--- config.mk ---
export PLATFORM = sky130hd
export DESIGN_NAME = nes_sram_arbiter
export DESIGN_NICKNAME = d
export VERILOG_FILES = /design/src/rtl/nes_sram_arb_pkg.sv /design/src/rtl/nes_sram_arb_picker.sv /design/src/rtl/nes_sram_arbiter.sv
export SDC_FILE = /design/constraint.sdc
export NUM_CORES = 1
export LEC_CHECK = 0
export CORE_MARGIN = 4
export CORE_UTILIZATION = 30
export DETAILED_ROUTE_END_ITERATION = 8
export GPL_ROUTABILITY_DRIVEN = 0
export GPL_TIMING_DRIVEN = 0
export PLACE_DENSITY_LB_ADDON = 0.15
export RECOVER_POWER = 100
export SETUP_SLACK_MARGIN = 0.1
export SKIP_LAST_GASP = 1
export SLEW_MARGIN = 20
export SYNTH_ARGS = -nofsm -noshare
export SYNTH_HDL_FRONTEND = slang
export SYNTH_SLANG_ARGS = --single-unit
--- constraint.sdc ---
create_clock -name dual_clock -period 2.4 [get_ports dual_clock]
set_input_delay 0.48 -clock dual_clock [delete_from_list [all_inputs] [get_ports dual_clock]]
set_output_delay 0.48 -clock dual_clock [all_outputs]
set_load 0.02 [all_outputs]
--- src/rtl/nes_sram_arb_pkg.sv ---
// Shared types and constants for the NES external SRAM arbiter.
// State encoding, requester ids and the legal ACCESS-length range.
package nes_sram_arb_pkg;

   typedef enum logic [1:0] {
      IDLE,
      SETUP,
      ACCESS
   } state_t;

   typedef enum logic [1:0] {
      REQ_PPU,
      REQ_CPU,
      REQ_LDR
   } req_id_t;

   localparam int WAIT_MIN = 1;
   localparam int WAIT_MAX = 7;

endpackage

--- src/rtl/nes_sram_arb_picker.sv ---
// Combinational winner selection: PPU first, then CPU/loader by rr.
// Ports: req[2:0] (ppu,cpu,ldr by id), rr (1 = loader preferred), grant one-hot.
module nes_sram_arb_picker
   import nes_sram_arb_pkg::*;
(
   input  logic [2:0] req,
   input  logic       rr,
   output logic [2:0] grant
);

   always_comb begin
      grant = 3'b000;
      if (req[REQ_PPU]) begin
         grant[REQ_PPU] = 1'b1;
      end else if (req[REQ_CPU] && req[REQ_LDR]) begin
         if (rr) grant[REQ_LDR] = 1'b1;
         else    grant[REQ_CPU] = 1'b1;
      end else if (req[REQ_CPU]) begin
         grant[REQ_CPU] = 1'b1;
      end else if (req[REQ_LDR]) begin
         grant[REQ_LDR] = 1'b1;
      end
   end

endmodule

--- src/rtl/nes_sram_arbiter.sv ---
// Shares one async SRAM between PPU, CPU and (SRAM_ARB_LOADER_EN) loader.
// Ports: per-requester req/we/addr/wdata in, ack/rvalid out; shared rdata;
// sram_addr, sram_dq_in/out/oe and active-low ce/oe/we strobes.
module nes_sram_arbiter
   import nes_sram_arb_pkg::*;
#(
   parameter int ADDR_W      = 20,
   parameter int DATA_W      = 8,
   parameter int WAIT_CYCLES = 2
) (
   input  logic              dual_clock,
   input  logic              reset,
   input  logic              ppu_req,
   input  logic              ppu_we,
   input  logic [ADDR_W-1:0] ppu_addr,
   input  logic [DATA_W-1:0] ppu_wdata,
   output logic              ppu_ack,
   output logic              ppu_rvalid,
   input  logic              cpu_req,
   input  logic              cpu_we,
   input  logic [ADDR_W-1:0] cpu_addr,
   input  logic [DATA_W-1:0] cpu_wdata,
   output logic              cpu_ack,
   output logic              cpu_rvalid,
`ifdef SRAM_ARB_LOADER_EN
   input  logic              ldr_req,
   input  logic              ldr_we,
   input  logic [ADDR_W-1:0] ldr_addr,
   input  logic [DATA_W-1:0] ldr_wdata,
   output logic              ldr_ack,
   output logic              ldr_rvalid,
`endif
   output logic [DATA_W-1:0] rdata,
   output logic [ADDR_W-1:0] sram_addr,
   input  logic [DATA_W-1:0] sram_dq_in,
   output logic [DATA_W-1:0] sram_dq_out,
   output logic              sram_dq_oe,
   output logic              sram_ce_n,
   output logic              sram_oe_n,
   output logic              sram_we_n
);

   if (WAIT_CYCLES < WAIT_MIN || WAIT_CYCLES > WAIT_MAX) begin : g_bad_wait
      $error("nes_sram_arbiter: WAIT_CYCLES must be 1..7");
   end

   state_t     state, state_nxt;
   logic [2:0] cnt;
   logic       lat_we;
   req_id_t    lat_id;
   logic [2:0] req_vec, grant;
   logic       rr_sel;
   logic       last, rd_done;

`ifdef SRAM_ARB_LOADER_EN
   logic rr;
   assign req_vec = {ldr_req, cpu_req, ppu_req};
   assign rr_sel  = rr;
`else
   logic unused_ldr_grant;
   assign req_vec          = {1'b0, cpu_req, ppu_req};
   assign rr_sel           = 1'b0;
   assign unused_ldr_grant = grant[REQ_LDR];
`endif

   nes_sram_arb_picker u_picker (
      .req   (req_vec),
      .rr    (rr_sel),
      .grant (grant)
   );

   assign last    = (state == ACCESS) && (cnt == 3'(WAIT_CYCLES - 1));
   assign rd_done = last && !lat_we;

   // state register
   always_ff @(posedge dual_clock or posedge reset) begin
      if (reset) begin
         state <= IDLE;
         cnt   <= 3'd0;
      end else begin
         state <= state_nxt;
         cnt   <= (state == ACCESS) ? cnt + 3'd1 : 3'd0;
      end
   end

   // next state
   always_comb begin
      state_nxt = state;
      unique case (state)
         IDLE:    if (|grant) state_nxt = SETUP;
         SETUP:   state_nxt = ACCESS;
         ACCESS:  if (last) state_nxt = IDLE;
         default: state_nxt = IDLE;
      endcase
   end

   // request latch, read capture and completion pulses
   always_ff @(posedge dual_clock or posedge reset) begin
      if (reset) begin
         sram_addr   <= '0;
         sram_dq_out <= '0;
         lat_we      <= 1'b0;
         lat_id      <= REQ_PPU;
         rdata       <= '0;
         ppu_rvalid  <= 1'b0;
         cpu_rvalid  <= 1'b0;
`ifdef SRAM_ARB_LOADER_EN
         ldr_rvalid  <= 1'b0;
         rr          <= 1'b0;
`endif
      end else begin
         ppu_rvalid <= rd_done && (lat_id == REQ_PPU);
         cpu_rvalid <= rd_done && (lat_id == REQ_CPU);
`ifdef SRAM_ARB_LOADER_EN
         ldr_rvalid <= rd_done && (lat_id == REQ_LDR);
`endif
         if (rd_done) rdata <= sram_dq_in;
         if (state == IDLE && |grant) begin
            unique case (1'b1)
               grant[REQ_PPU]: begin
                  lat_id      <= REQ_PPU;
                  lat_we      <= ppu_we;
                  sram_addr   <= ppu_addr;
                  sram_dq_out <= ppu_wdata;
               end
               grant[REQ_CPU]: begin
                  lat_id      <= REQ_CPU;
                  lat_we      <= cpu_we;
                  sram_addr   <= cpu_addr;
                  sram_dq_out <= cpu_wdata;
`ifdef SRAM_ARB_LOADER_EN
                  rr          <= 1'b1;
`endif
               end
`ifdef SRAM_ARB_LOADER_EN
               grant[REQ_LDR]: begin
                  lat_id      <= REQ_LDR;
                  lat_we      <= ldr_we;
                  sram_addr   <= ldr_addr;
                  sram_dq_out <= ldr_wdata;
                  rr          <= 1'b0;
               end
`endif
               default: ;
            endcase
         end
      end
   end

   // strobes and grant pulses; reset forces IDLE so strobes drop at once
   always_comb begin
      sram_ce_n  = 1'b1;
      sram_oe_n  = 1'b1;
      sram_we_n  = 1'b1;
      sram_dq_oe = 1'b0;
      ppu_ack    = 1'b0;
      cpu_ack    = 1'b0;
`ifdef SRAM_ARB_LOADER_EN
      ldr_ack    = 1'b0;
`endif
      unique case (state)
         IDLE: begin
            ppu_ack = grant[REQ_PPU] && !reset;
            cpu_ack = grant[REQ_CPU] && !reset;
`ifdef SRAM_ARB_LOADER_EN
            ldr_ack = grant[REQ_LDR] && !reset;
`endif
         end
         SETUP: begin
            sram_ce_n  = 1'b0;
            sram_dq_oe = lat_we;
            sram_oe_n  = lat_we;
         end
         ACCESS: begin
            sram_ce_n  = 1'b0;
            sram_dq_oe = lat_we;
            sram_oe_n  = lat_we;
            sram_we_n  = !lat_we;
         end
         default: ;
      endcase
   end

endmodule

==> reports/qor_table.md <==
| Item | Reported | Unit |
|---|---|---|
| Post-route clock period utilization | 0.944 | - |
| CTS tree | built | - |
| Gate count of the mapped netlist | 184 | - |
| Via count of the first global-routing pass | 1,866 | - |
| Final hold viol count | 0 | - |
| Final core area utilization | 0.507 | - |
| Maximum number of pins on one net before global-route repair | 24 | - |
| Pleak | 1.50 | nW |
| Number of detailed-route iterations in the first pass | 4 | - |
| Number of standard cells in the layout, taps in and fillers out | 405 | - |
| Post-place setup slack | -1.06 | ns |
| Clock latency on the worst-skew pair | 0.30 | ns |
| Sequential fraction of the synthesis area | 0.533 | - |
| Sinks on Clock Net | 45 | - |
| Total track usage | 0.139 | - |
| Maximum capacitance violations | 0 | - |
| Total half-perimeter wirelength after legalization and detailed placement | 4.27 | mm |
| Power, Total | 3.71 | mW |
| Layout Area Growth over Synthesis | 63.8 | % |
| Deepest clock path buffer count | 2 | - |
| Buffers on Ports | 113 | - |
| Critical path data required time | 1.92 | ns |
| Final net count | 383 | - |
| Worst-margin pin slew | 1.09 | ns |
| Clock root buffer | sky130_fd_sc_hd__clkbuf_8 | - |
| H-Tree Level Count | 2 | - |
| Setup slack of the most critical reg-to-reg path | 0.38 | ns |
| Diodes inserted | 0 | - |
| Capture endpoint of the worst hold path | ppu_rvalid | - |
| Initial core utilization | 0.309 | - |
| Synth cell types | 26 | - |
| WL per Instance | 14.1 | um |
| Std cell rows | 30 | - |
| Clock edge transition at the registers on the reported setup and hold paths | 0.09 | ns |
| Num CTS Buffers | 5 | - |
| Via count | 1,772 | - |
| Fin area | 3460 | um^2 |
| Max Clock Freq | 442 | MHz |
| Multi-input logic area | 853 | um^2 |
| Min Clock Period, post-route | 2.26 | ns |
| FILL cells | 664 | - |
| First-pass GRT wire length | 9.32 | mm |
| Worst hold path startpoint | lat_id[0] | - |
| R2R Path Start | state[0] | - |
| Crit end category | output pin | - |
| Rel. slew slack | 0.270 | - |
| Warnings from Yosys | 0 | - |
| Arrival time of data at the critical path endpoint | 1.78 | ns |
| Final Max Slew Viols | 0 | - |
| Total negative slack for setup checks | 0 | ns |
| Post-Syn Area | 2110 | um^2 |
| Synth Area per Inst | 11.5 | um^2 |
| Remaining Overflow, GRT | 0 | - |
| PD cells | 1070 | nW/um^2 |
| Count of cells along the worst hold path | 1 | - |
| Remaining antenna violation count after routing | 0 | - |
| Y dimension of the die | 91.9 | um |
| Result of the run | completed | - |
| Number of antenna violations at the first check in global routing | 0 | - |
| Critical path start-end classification | reg2out | - |
| Classification of the worst-slack hold path | reg2reg | - |
| Area of the core | 6830 | um^2 |
| Share of layout cells above drive strength 1 | 0.0777 | - |
| DRC Markers | 0 | - |
| Final worst setup slack | 0.135 | ns |
| DR vias/cell | 4.38 | - |
| Die boundary width | 91.9 | um |
| DIE AREA | 8450 | um^2 |
| RSZ-0062 raised after global routing | no | - |
| Top fanout value on the critical path | 3 | - |
| Count of pins on the block boundary | 114 | - |
| Worst Hold Margin | 0.438 | ns |
| Count of state elements after synthesis | 45 | - |
| Initial drt markers | 38 | - |
| Total of endpoints with negative setup slack in the final report | 0 | - |
| Placed Cells incl. Taps | 393 | - |
| R2r worst-path depth | 7 | - |
| Area occupied by registers | 1130 | um^2 |
| Post-detailed-routing wire length | 5.70 | mm |
| Cell Area, Placed | 3370 | um^2 |
| Type of origin of the critical path | flip-flop | - |
| Worst vdd ir | 0.404 | mV |
| Final clock skew | 0.0120 | ns |
| Worst reg2reg path endpoint | sram_addr[12] | - |
| Nets in the synthesized netlist | 259 | - |
[worst max-delay path by stage]
stage / endpoint / slack, ns / depth (start not counted) / startpoint
global route: cpu_ack / 0.06 / 4 / reset
global placement: ppu_ack / -1.07 / 4 / reset
floorplan: ppu_ack / 0.30 / 2 / reset
finish: sram_ce_n / 0.14 / 4 / state[0]
detailed placement: ppu_ack / -1.06 / 4 / reset
CTS: ppu_ack / 0.05 / 4 / reset
[sequential cells by signal, summed over array words and instances (netlist names)]
name and cells:
sram_addr 20, rdata 8, sram_dq_out 8, cnt 3, state 2, cpu_rvalid 1
lat_id 1, lat_we 1, ppu_rvalid 1
[power breakdown]
| part | switching, mW | leakage (nW) | internal, mW | total, mW |
|---|---|---|---|---|
| clock network | 0.263 | 0.0543 | 0.312 | 0.575 |
| logic | 1.04 | 0.888 | 0.818 | 1.86 |
| registers | 0.166 | 0.556 | 1.10 | 1.27 |
[logic make-up (layout without fill, tap and decap cells)]
kind of cell             after synthesis  after routing  share of synthesized area
AO/OA/AOI/OAI                         36             36                     0.0894
XOR/XNOR                               1              1                    0.00415
adder cells (fa/ha/maj)                5              5                     0.0296
buffers and inverters                 16            141                     0.0604
flip-flops                            45             45                      0.533
multiplexers                          38             38                      0.185
AND/OR/NAND/NOR                       43             43                     0.0983
[cell usage in the layout (no fill, tap or decap), drive strengths merged]
cell type / netlist / routed
a21o: 1 / 1
a21oi: 4 / 4
a22oi: 1 / 1
and2: 3 / 3
and3: 2 / 2
buf: 9 / 5
bufinv: 0 / 1
clkbuf: 2 / 16
clkdlybuf4s25: 0 / 1
clkdlybuf4s50: 0 / 67
clkinv: 0 / 1
clkinvlp: 0 / 4
dfrtp: 45 / 45
dlygate4sd2: 0 / 3
dlygate4sd3: 0 / 39
ha: 5 / 5
inv: 5 / 4
mux2: 9 / 9
mux2i: 29 / 29
nand2: 30 / 30
nand2b: 2 / 2
nor2: 1 / 1
nor2b: 4 / 4
nor3b: 1 / 1
o21ai: 30 / 30
xor2: 1 / 1
[cell usage after synthesis]
library cell | number | area share
sky130_fd_sc_hd__clkbuf_1 | 2 | 0.0036
sky130_fd_sc_hd__a21o_1 | 1 | 0.0036
sky130_fd_sc_hd__buf_12 | 3 | 0.028
sky130_fd_sc_hd__o21ai_2 | 1 | 0.0041
sky130_fd_sc_hd__and2_1 | 3 | 0.0089
sky130_fd_sc_hd__mux2_2 | 5 | 0.027
sky130_fd_sc_hd__and3_1 | 2 | 0.0059
sky130_fd_sc_hd__o21ai_1 | 29 | 0.069
sky130_fd_sc_hd__buf_6 | 1 | 0.0053
sky130_fd_sc_hd__a21oi_1 | 4 | 0.0095
sky130_fd_sc_hd__nor2_1 | 1 | 0.0018
sky130_fd_sc_hd__mux2_1 | 4 | 0.021
sky130_fd_sc_hd__nor2b_2 | 1 | 0.0041
sky130_fd_sc_hd__dfrtp_1 | 45 | 0.53
sky130_fd_sc_hd__mux2i_1 | 29 | 0.14
sky130_fd_sc_hd__nand2b_4 | 1 | 0.0065
sky130_fd_sc_hd__ha_1 | 5 | 0.030
sky130_fd_sc_hd__nor2b_1 | 3 | 0.0089
sky130_fd_sc_hd__xor2_1 | 1 | 0.0041
sky130_fd_sc_hd__buf_2 | 3 | 0.0071
sky130_fd_sc_hd__nor3b_2 | 1 | 0.0059
sky130_fd_sc_hd__a22oi_1 | 1 | 0.0036
sky130_fd_sc_hd__nand2b_1 | 1 | 0.0030
sky130_fd_sc_hd__inv_1 | 5 | 0.0089
sky130_fd_sc_hd__buf_4 | 2 | 0.0071
sky130_fd_sc_hd__nand2_1 | 30 | 0.053
[layout make-up]
| cell class | count | share of cell area |
|---|---|---|
| repair buffers | 115 | 0.323 |
| repair inverters | 2 | 0.00289 |
| multi-input cells | 123 | 0.246 |
| inverters | 5 | 0.00578 |
| plain buffers | 11 | 0.0282 |
| well taps | 96 | 0.0347 |
| clock inverters | 3 | 0.0134 |
| clock buffers | 5 | 0.0199 |
| flip-flops and latches | 45 | 0.325 |
[per-layer routing]
layer	vias to the layer above	GRT usage	wire, um
met2	60	0.240	2850
met4	0	0.0421	70
li1	876	-	-
met3	6	0.0500	429
met1	830	0.162	2350
met5	-	0	0
[critical path: stages (launching register included)]
cell	delay, ns
sky130_fd_sc_hd__dfrtp_1	0.38
sky130_fd_sc_hd__inv_1	0.12
sky130_fd_sc_hd__ha_1	0.27
sky130_fd_sc_hd__inv_1	0.06
sky130_fd_sc_hd__dlygate4sd3_1	0.67
[timing repair]
item                                    CTS  global route
gates resized for setup                   8             4
cloned                                    2             0
hold buffers                              0             0
endpoints found under the setup margin    2             4
setup buffers                             2             0
hold endpoints to repair                  0             0
Power figures use the tool's default switching activity.
